[config.mk]
export PLATFORM = sky130hd
export DESIGN_NAME = delivery_ctrl_flat
export DESIGN_NICKNAME = d
export VERILOG_FILES = /design/src/rtl/delivery_ctrl_if.sv /design/src/rtl/delivery_ctrl.sv /design/src/flat_wrapper.sv
export SDC_FILE = /design/constraint.sdc
export NUM_CORES = 1
export LEC_CHECK = 0
export ABC_AREA = 0
export CORE_MARGIN = 4
export CORE_UTILIZATION = 56
export DETAILED_ROUTE_END_ITERATION = 12
export PLACE_DENSITY = 0.79
export SLEW_MARGIN = 0
export SYNTH_ARGS = -nofsm -noshare
export SYNTH_HDL_FRONTEND = slang
export SYNTH_SLANG_ARGS = --single-unit
[constraint.sdc]
create_clock -name clk -period 2.45 [get_ports clk]
set_input_delay 0.735 -clock clk [delete_from_list [all_inputs] [get_ports clk]]
set_output_delay 0.735 -clock clk [all_outputs]
set_load 0.005 [all_outputs]
[src/rtl/delivery_ctrl_if.sv]
// delivery_ctrl_if: sensor inputs and actuator/display outputs of the delivery controller.
interface delivery_ctrl_if #(
    parameter int COLOR_W = 2,
    parameter int CNT_W   = 8
);
    logic               hall;
    logic [COLOR_W-1:0] object_color;
    logic [COLOR_W-1:0] station_color;
    logic               end_of_track;
    logic               uturn_finished;
    logic               buzz_finished;
    logic               return_en;
    logic               en_tracking;
    logic               en_uturn;
    logic               en_buzz;
    logic [3:0]         state_code;
    logic [COLOR_W-1:0] color_latched;
    logic [CNT_W-1:0]   deliveries;
    logic               fault;

    modport master (
        output hall, object_color, station_color, end_of_track, uturn_finished, buzz_finished, return_en,
        input  en_tracking, en_uturn, en_buzz, state_code, color_latched, deliveries, fault
    );

    modport slave (
        input  hall, object_color, station_color, end_of_track, uturn_finished, buzz_finished, return_en,
        output en_tracking, en_uturn, en_buzz, state_code, color_latched, deliveries, fault
    );
endinterface

[src/rtl/delivery_ctrl.sv]
// delivery_ctrl: cart sequencer (load, send, debounced station match, u-turn, return) with per-leg watchdog.
module delivery_ctrl #(
    parameter int COLOR_W     = 2,
    parameter int MATCH_HOLD  = 4,
    parameter int TIMEOUT_CYC = 500000000,
    parameter int TMR_W       = 29,
    parameter int CNT_W       = 8
) (
    input logic            clk,
    input logic            rst,
    delivery_ctrl_if.slave bus
);
    typedef enum logic [3:0] {
        S_IDLE    = 4'd0,
        S_SEND    = 4'd1,
        S_MATCH   = 4'd2,
        S_EOT     = 4'd3,
        S_UTURN   = 4'd4,
        S_RETURN  = 4'd5,
        S_NOCOLOR = 4'd6,
        S_FAULT   = 4'd7
    } state_t;

    localparam int MW = $clog2(MATCH_HOLD + 1);

    state_t             state_q, state_d;
    logic               hall_q, returning_q;
    logic [MW-1:0]      match_q;
    logic [TMR_W-1:0]   tmr_q;
    logic [COLOR_W-1:0] color_q;
    logic [CNT_W-1:0]   dlv_q;
    logic               en_trk_q, en_ut_q, en_bz_q, fault_q;
    logic               hall_rise, matching, match_done, timed, expired;

    assign hall_rise  = bus.hall & ~hall_q;
    assign matching   = bus.station_color == color_q;
    assign match_done = matching && match_q == MW'(MATCH_HOLD - 1);
    assign timed      = state_q inside {S_SEND, S_UTURN, S_RETURN};
    assign expired    = timed && tmr_q == TMR_W'(TIMEOUT_CYC - 1);

    // Exits are tested before expiry so a leg finishing on its last cycle never faults.
    always_comb begin
        state_d = S_IDLE;
        case (state_q)
            S_IDLE:    state_d = hall_rise ? (bus.object_color == '0 ? S_NOCOLOR : S_SEND) : S_IDLE;
            S_NOCOLOR: state_d = bus.buzz_finished ? S_IDLE : S_NOCOLOR;
            S_SEND:    state_d = match_done ? S_MATCH : bus.end_of_track ? S_EOT : expired ? S_FAULT : S_SEND;
            S_MATCH:   state_d = hall_rise ? (bus.return_en ? S_UTURN : S_IDLE) : S_MATCH;
            S_EOT:     state_d = bus.buzz_finished ? S_UTURN : S_EOT;
            S_UTURN:   state_d = bus.uturn_finished ? (returning_q ? S_IDLE : S_RETURN) : expired ? S_FAULT : S_UTURN;
            S_RETURN:  state_d = bus.end_of_track ? S_UTURN : expired ? S_FAULT : S_RETURN;
            S_FAULT:   state_d = hall_rise ? S_IDLE : S_FAULT;
            default:   state_d = S_IDLE;
        endcase
    end

    always_ff @(posedge clk or negedge rst) begin
        if (!rst) begin
            state_q     <= S_IDLE;
            hall_q      <= 1'b0;
            returning_q <= 1'b0;
            match_q     <= '0;
            tmr_q       <= '0;
            color_q     <= '0;
            dlv_q       <= '0;
            en_trk_q    <= 1'b0;
            en_ut_q     <= 1'b0;
            en_bz_q     <= 1'b0;
            fault_q     <= 1'b0;
        end else begin
            state_q     <= state_d;
            hall_q      <= bus.hall;
            match_q     <= (state_q == S_SEND && state_d == S_SEND && matching) ? match_q + 1'b1 : '0;
            tmr_q       <= (state_d != state_q || !timed) ? '0 : tmr_q + 1'b1;
            color_q     <= (state_q == S_IDLE && state_d == S_SEND) ? bus.object_color :
                           (state_d inside {S_IDLE, S_RETURN}) ? '0 : color_q;
            returning_q <= state_d == S_RETURN ? 1'b1 : (state_d == S_IDLE || state_q == S_EOT) ? 1'b0 : returning_q;
            dlv_q       <= (state_d == S_MATCH && state_q != S_MATCH && ~&dlv_q) ? dlv_q + 1'b1 : dlv_q;
            en_trk_q    <= state_d inside {S_SEND, S_RETURN};
            en_ut_q     <= state_d == S_UTURN;
            en_bz_q     <= state_d inside {S_NOCOLOR, S_MATCH, S_EOT, S_FAULT};
            fault_q     <= state_d == S_FAULT;
        end
    end

    assign bus.en_tracking   = en_trk_q;
    assign bus.en_uturn      = en_ut_q;
    assign bus.en_buzz       = en_bz_q;
    assign bus.state_code    = state_q;
    assign bus.color_latched = color_q;
    assign bus.deliveries    = dlv_q;
    assign bus.fault         = fault_q;
endmodule

[src/flat_wrapper.sv]
// flat-port wrapper written by rule: the top's interface ports become plain ports
module delivery_ctrl_flat 
#(
    parameter int COLOR_W     = 2,
    parameter int MATCH_HOLD  = 4,
    parameter int TIMEOUT_CYC = 500000000,
    parameter int TMR_W       = 29,
    parameter int CNT_W       = 8
)
  (clk, rst, bus_hall, bus_object_color, bus_station_color, bus_end_of_track, bus_uturn_finished, bus_buzz_finished, bus_return_en, bus_en_tracking, bus_en_uturn, bus_en_buzz, bus_state_code, bus_color_latched, bus_deliveries, bus_fault);
  delivery_ctrl_if #(.COLOR_W(COLOR_W), .CNT_W(CNT_W)) bus_i ();
  input logic clk;
  input logic rst;
  input wire logic [$bits(bus_i.hall)-1:0] bus_hall;
  input wire logic [$bits(bus_i.object_color)-1:0] bus_object_color;
  input wire logic [$bits(bus_i.station_color)-1:0] bus_station_color;
  input wire logic [$bits(bus_i.end_of_track)-1:0] bus_end_of_track;
  input wire logic [$bits(bus_i.uturn_finished)-1:0] bus_uturn_finished;
  input wire logic [$bits(bus_i.buzz_finished)-1:0] bus_buzz_finished;
  input wire logic [$bits(bus_i.return_en)-1:0] bus_return_en;
  output wire logic [$bits(bus_i.en_tracking)-1:0] bus_en_tracking;
  output wire logic [$bits(bus_i.en_uturn)-1:0] bus_en_uturn;
  output wire logic [$bits(bus_i.en_buzz)-1:0] bus_en_buzz;
  output wire logic [$bits(bus_i.state_code)-1:0] bus_state_code;
  output wire logic [$bits(bus_i.color_latched)-1:0] bus_color_latched;
  output wire logic [$bits(bus_i.deliveries)-1:0] bus_deliveries;
  output wire logic [$bits(bus_i.fault)-1:0] bus_fault;
  assign bus_i.hall = bus_hall;
  assign bus_i.object_color = bus_object_color;
  assign bus_i.station_color = bus_station_color;
  assign bus_i.end_of_track = bus_end_of_track;
  assign bus_i.uturn_finished = bus_uturn_finished;
  assign bus_i.buzz_finished = bus_buzz_finished;
  assign bus_i.return_en = bus_return_en;
  assign bus_en_tracking = bus_i.en_tracking;
  assign bus_en_uturn = bus_i.en_uturn;
  assign bus_en_buzz = bus_i.en_buzz;
  assign bus_state_code = bus_i.state_code;
  assign bus_color_latched = bus_i.color_latched;
  assign bus_deliveries = bus_i.deliveries;
  assign bus_fault = bus_i.fault;
  delivery_ctrl #(.COLOR_W(COLOR_W), .MATCH_HOLD(MATCH_HOLD), .TIMEOUT_CYC(TIMEOUT_CYC), .TMR_W(TMR_W), .CNT_W(CNT_W)) u_core (.clk(clk), .rst(rst), .bus(bus_i));
endmodule
==> metrics.txt <==
Slew headroom=66.6%; Core ar.=~4700 um2; Sw Ratio=roughly a third; Pwr Density=between 700 and 800 nW/um2; Cell variety after synth=just under 50; CTS Hold Bufs=0; Worst Setup Start Kind=input pin; Syn Area/Cell=9.58 um2; top cells by count, synth=dfrtp_1, nor2_1, nand2_1, xnor2_1, nand3_1; share of the synthesized area in the top cell type=approximately 47%; area leader, netlist=dfrtp_1; Post-synth ARST share=between 90% and 100%; Setup crit end=u_core.tmr_q[17]; Syn-to-layout area delta=25.6%; Post-Layout Cell Count=slightly below 400; Total Wirelength=5.79 mm; dpl cell area=about 3200 um2; Setup Viol. Count Final=0; Worst Tran Pin Value=between 400 and 500 ps; Fin. Hold Viols=0; final core occ=between 70% and 80%; gr usage total=19.7%; Sink Count=about 50; share of cells above drive strength 1=between 10% and 20%; vias in the first global route=roughly 2,100; chip width=77.5 um; footprint of the multi-input gates=approximately 1400 um2; cts bufs inserted=5; n_diodes=0; final worst path period share=around 94%; dominant cells by area after synthesis=dfrtp_1, xnor2_1, nor2_1; number of flops mapped to enable cells by yosys=0; static leakage=between 0.001 and 0.0015 uW; DR iter-0 viols=around 100; required time worst endpoint=between 2000 and 3000 ps; post-synthesis register bit count=51; I/O Buffers=27; Final ANT Viol Nets=0; largest family of logic cells by synthesized area=simple AND/OR/NAND/NOR gates; gpl congestion=0.847; Worst Slack Setup Final=about 150 ps; final worst path period need=between 2000 and 2500 ps; Clock Path Buffers=2; Inst Count DP=380; WL/cell=14.8 um; sw power=869 uW; clock power share=a little under a fifth; nets=352; mux cell area share after synthesis=roughly 2.3%; Top FF cell, synth=dfrtp_1; via count=2,172; Gate power share=a little over two fifths; Max Cap Viol=0; design area=about 3400 um2; via/cell ratio=about 5.5; Max Slew Vio Count=0; Worst VDD drop=472 uV; FF+latch area=approximately 1300 um2; critical path class=input pin to register; Worst Skew=about 10 ps; fraction of synthesized cell area in xor and xnor cells=a little under an eighth; H-tree Lvls=2; IO Pins=29; simple-gate share of the synthesized area=around a quarter; Synth warnings=0; row cnt=25; fillers=between 300 and 400; full die area=roughly 6000 um2; initial core utilization=57.6%; Crit Path Max Fanout=7; Synth Area in Compound Gates=6.81%; Netlist Area Pre-Place=roughly 2700 um2; gr ovfl total=0; status=finished, final reports clean; Flop pwr share=around two fifths; sequential element share of the synthesized area=47.2%; critical path endpoint category=register; internal power=approximately 1700 uW; DRC violations left=0; Reg2Reg Depth=7; antenna violations before repair=0; clk_lat worst skew=roughly 300 ps; DRT Pass-1 Iters=4; worst r2r dst=u_core.bus.color_latched[0]; worst min-delay path class=input pin to async pin; post-synth net total=297; largest net degree at the start of global routing=30; CP arrival=2540 ps; Peak Freq=about 430 MHz; Crit. Startpoint=bus_end_of_track; first-pass GRT wire length=~9.5 mm; R2R Path Start=u_core.tmr_q[8]; Reg2Reg Setup Slack=around 150 ps; Die Y-Extent=just under 80 um; pre-CTS setup slack=-313 ps; Synth Area in Adders=1.85%; cell with the most instances after synthesis=dfrtp_1; Synth Instances=approximately 280; Root Buffer Master=clkbuf_8; total power=roughly 2600 uW; dpl hpwl=3.95 mm; clock slew at reported path FFs=approximately 90 ps; CTS tree=built
==> area by class of cell <==
| class | count | share of cell area, % |
|---|---|---|
| well taps | 54 | 1.99 |
| multi-input cells | 213 | 40.4 |
| clock buffers | 7 | 2.25 |
| repair buffers | 56 | 16.5 |
| clock inverters | 1 | 0.147 |
| inverters | 10 | 1.11 |
| flip-flops and latches | 51 | 37.6 |
==> kinds of logic (layout without fill, tap and decap cells) <==
kind of cell    after synthesis  in the layout
simple gates                143            143
mux                           6              6
compound gates               24             24
buf+inv                      18             74
other cells                   1              1
fa+ha+maj                     4              4
flops                        51             51
xor+xnor                     35             35
==> power by group through the flow <==
stage,clock (uW),combinational [uW],sequential [uW]
after detailed placement,0,884,1020
after global routing,517,1170,1020
after floorplan,0,580,982
final,469,1100,1000
after CTS,478,891,1000
after global placement,0,863,1020
==> critical path, cell delays in order <==
cell and delay [ps]:
clkdlybuf4s50_1 490, nor2b_1 130, o21ai_0 90, o22ai_2 160
a21oi_2 60, nand2b_1 160, a211o_4 410, clkbuf_16 180
nor2_2 130
==> worst min-delay path by stage <==
stage | slack [ps] | cells past startpoint | end
after floorplan | 410 | 1 | u_core.match_q[0]
after global placement | 420 | 1 | u_core.match_q[0]
after detailed placement | 430 | 1 | u_core.match_q[0]
after CTS | 360 | 1 | u_core.bus.color_latched[1]
after global routing | 380 | 1 | u_core.bus.color_latched[0]
final | 360 | 1 | u_core.bus.color_latched[1]
==> stage by stage <==
stage | hold WS [ps] | TNS [ps]
floorplan | 410 | 0
global placement | 423 | -9710
detailed placement | 426 | -10910
CTS | 360 | 0
global route | 379 | -5.76
finish | 357 | 0
==> registers in the layout, summed over array words and instances, names as in the netlist <==
signal	cells
u_core.bus.en_buzz	1
u_core.bus.fault	1
u_core.bus.deliveries	8
u_core.hall_q	1
u_core.bus.en_tracking	1
u_core.bus.en_uturn	1
u_core.bus.state_code	3
u_core.returning_q	1
u_core.match_q	3
u_core.bus.color_latched	2
u_core.tmr_q	29
==> cell usage in the layout (no fill, tap or decap), types with 2 or more instances in the layout <==
| cell | netlist | final |
|---|---|---|
| dfrtp_1 | 51 | 51 |
| nor2_1 | 50 | 44 |
| nand2_1 | 29 | 29 |
| xnor2_1 | 25 | 25 |
| clkdlybuf4s50_1 | 0 | 25 |
| buf_4 | 1 | 23 |
| nand3_1 | 14 | 14 |
| inv_1 | 10 | 10 |
| xor2_1 | 10 | 10 |
| a21oi_1 | 8 | 7 |
| nor3_1 | 8 | 7 |
| nor2_2 | 0 | 6 |
| o21ai_0 | 6 | 6 |
| and3_1 | 6 | 6 |
| nand4_1 | 6 | 6 |
| mux2i_1 | 5 | 5 |
| clkbuf_8 | 1 | 5 |
| ha_1 | 4 | 4 |
| a22oi_1 | 3 | 3 |
| nand2b_1 | 3 | 3 |
| and3_2 | 3 | 3 |
| or3_1 | 3 | 3 |
| buf_12 | 0 | 3 |
| nor4b_1 | 2 | 2 |
| or4_1 | 2 | 2 |
| nor2b_1 | 3 | 2 |
| and2_1 | 2 | 2 |
| clkbuf_1 | 3 | 2 |
| clkbuf_16 | 0 | 2 |
==> what timing repair did <==
| item | in CTS | in global routing |
|---|---|---|
| pin swaps | 0 | 3 |
| gates cloned | 0 | 3 |
| buffers inserted | 0 | 1 |
| resized for setup | 1 | 12 |
| setup endpoints to repair | 4 | 36 |
==> metal layers <==
metal | track usage [%] | vias up | part of all wire [%]
met5 | 0 | - | 0
met4 | 7.65 | 0 | 2.1
met3 | 4.29 | 10 | 4.4
met2 | 33.2 | 49 | 50
met1 | 24.7 | 1056 | 44
li1 | - | 1057 | -
Note: power is estimated with default switching activity, not from simulation.
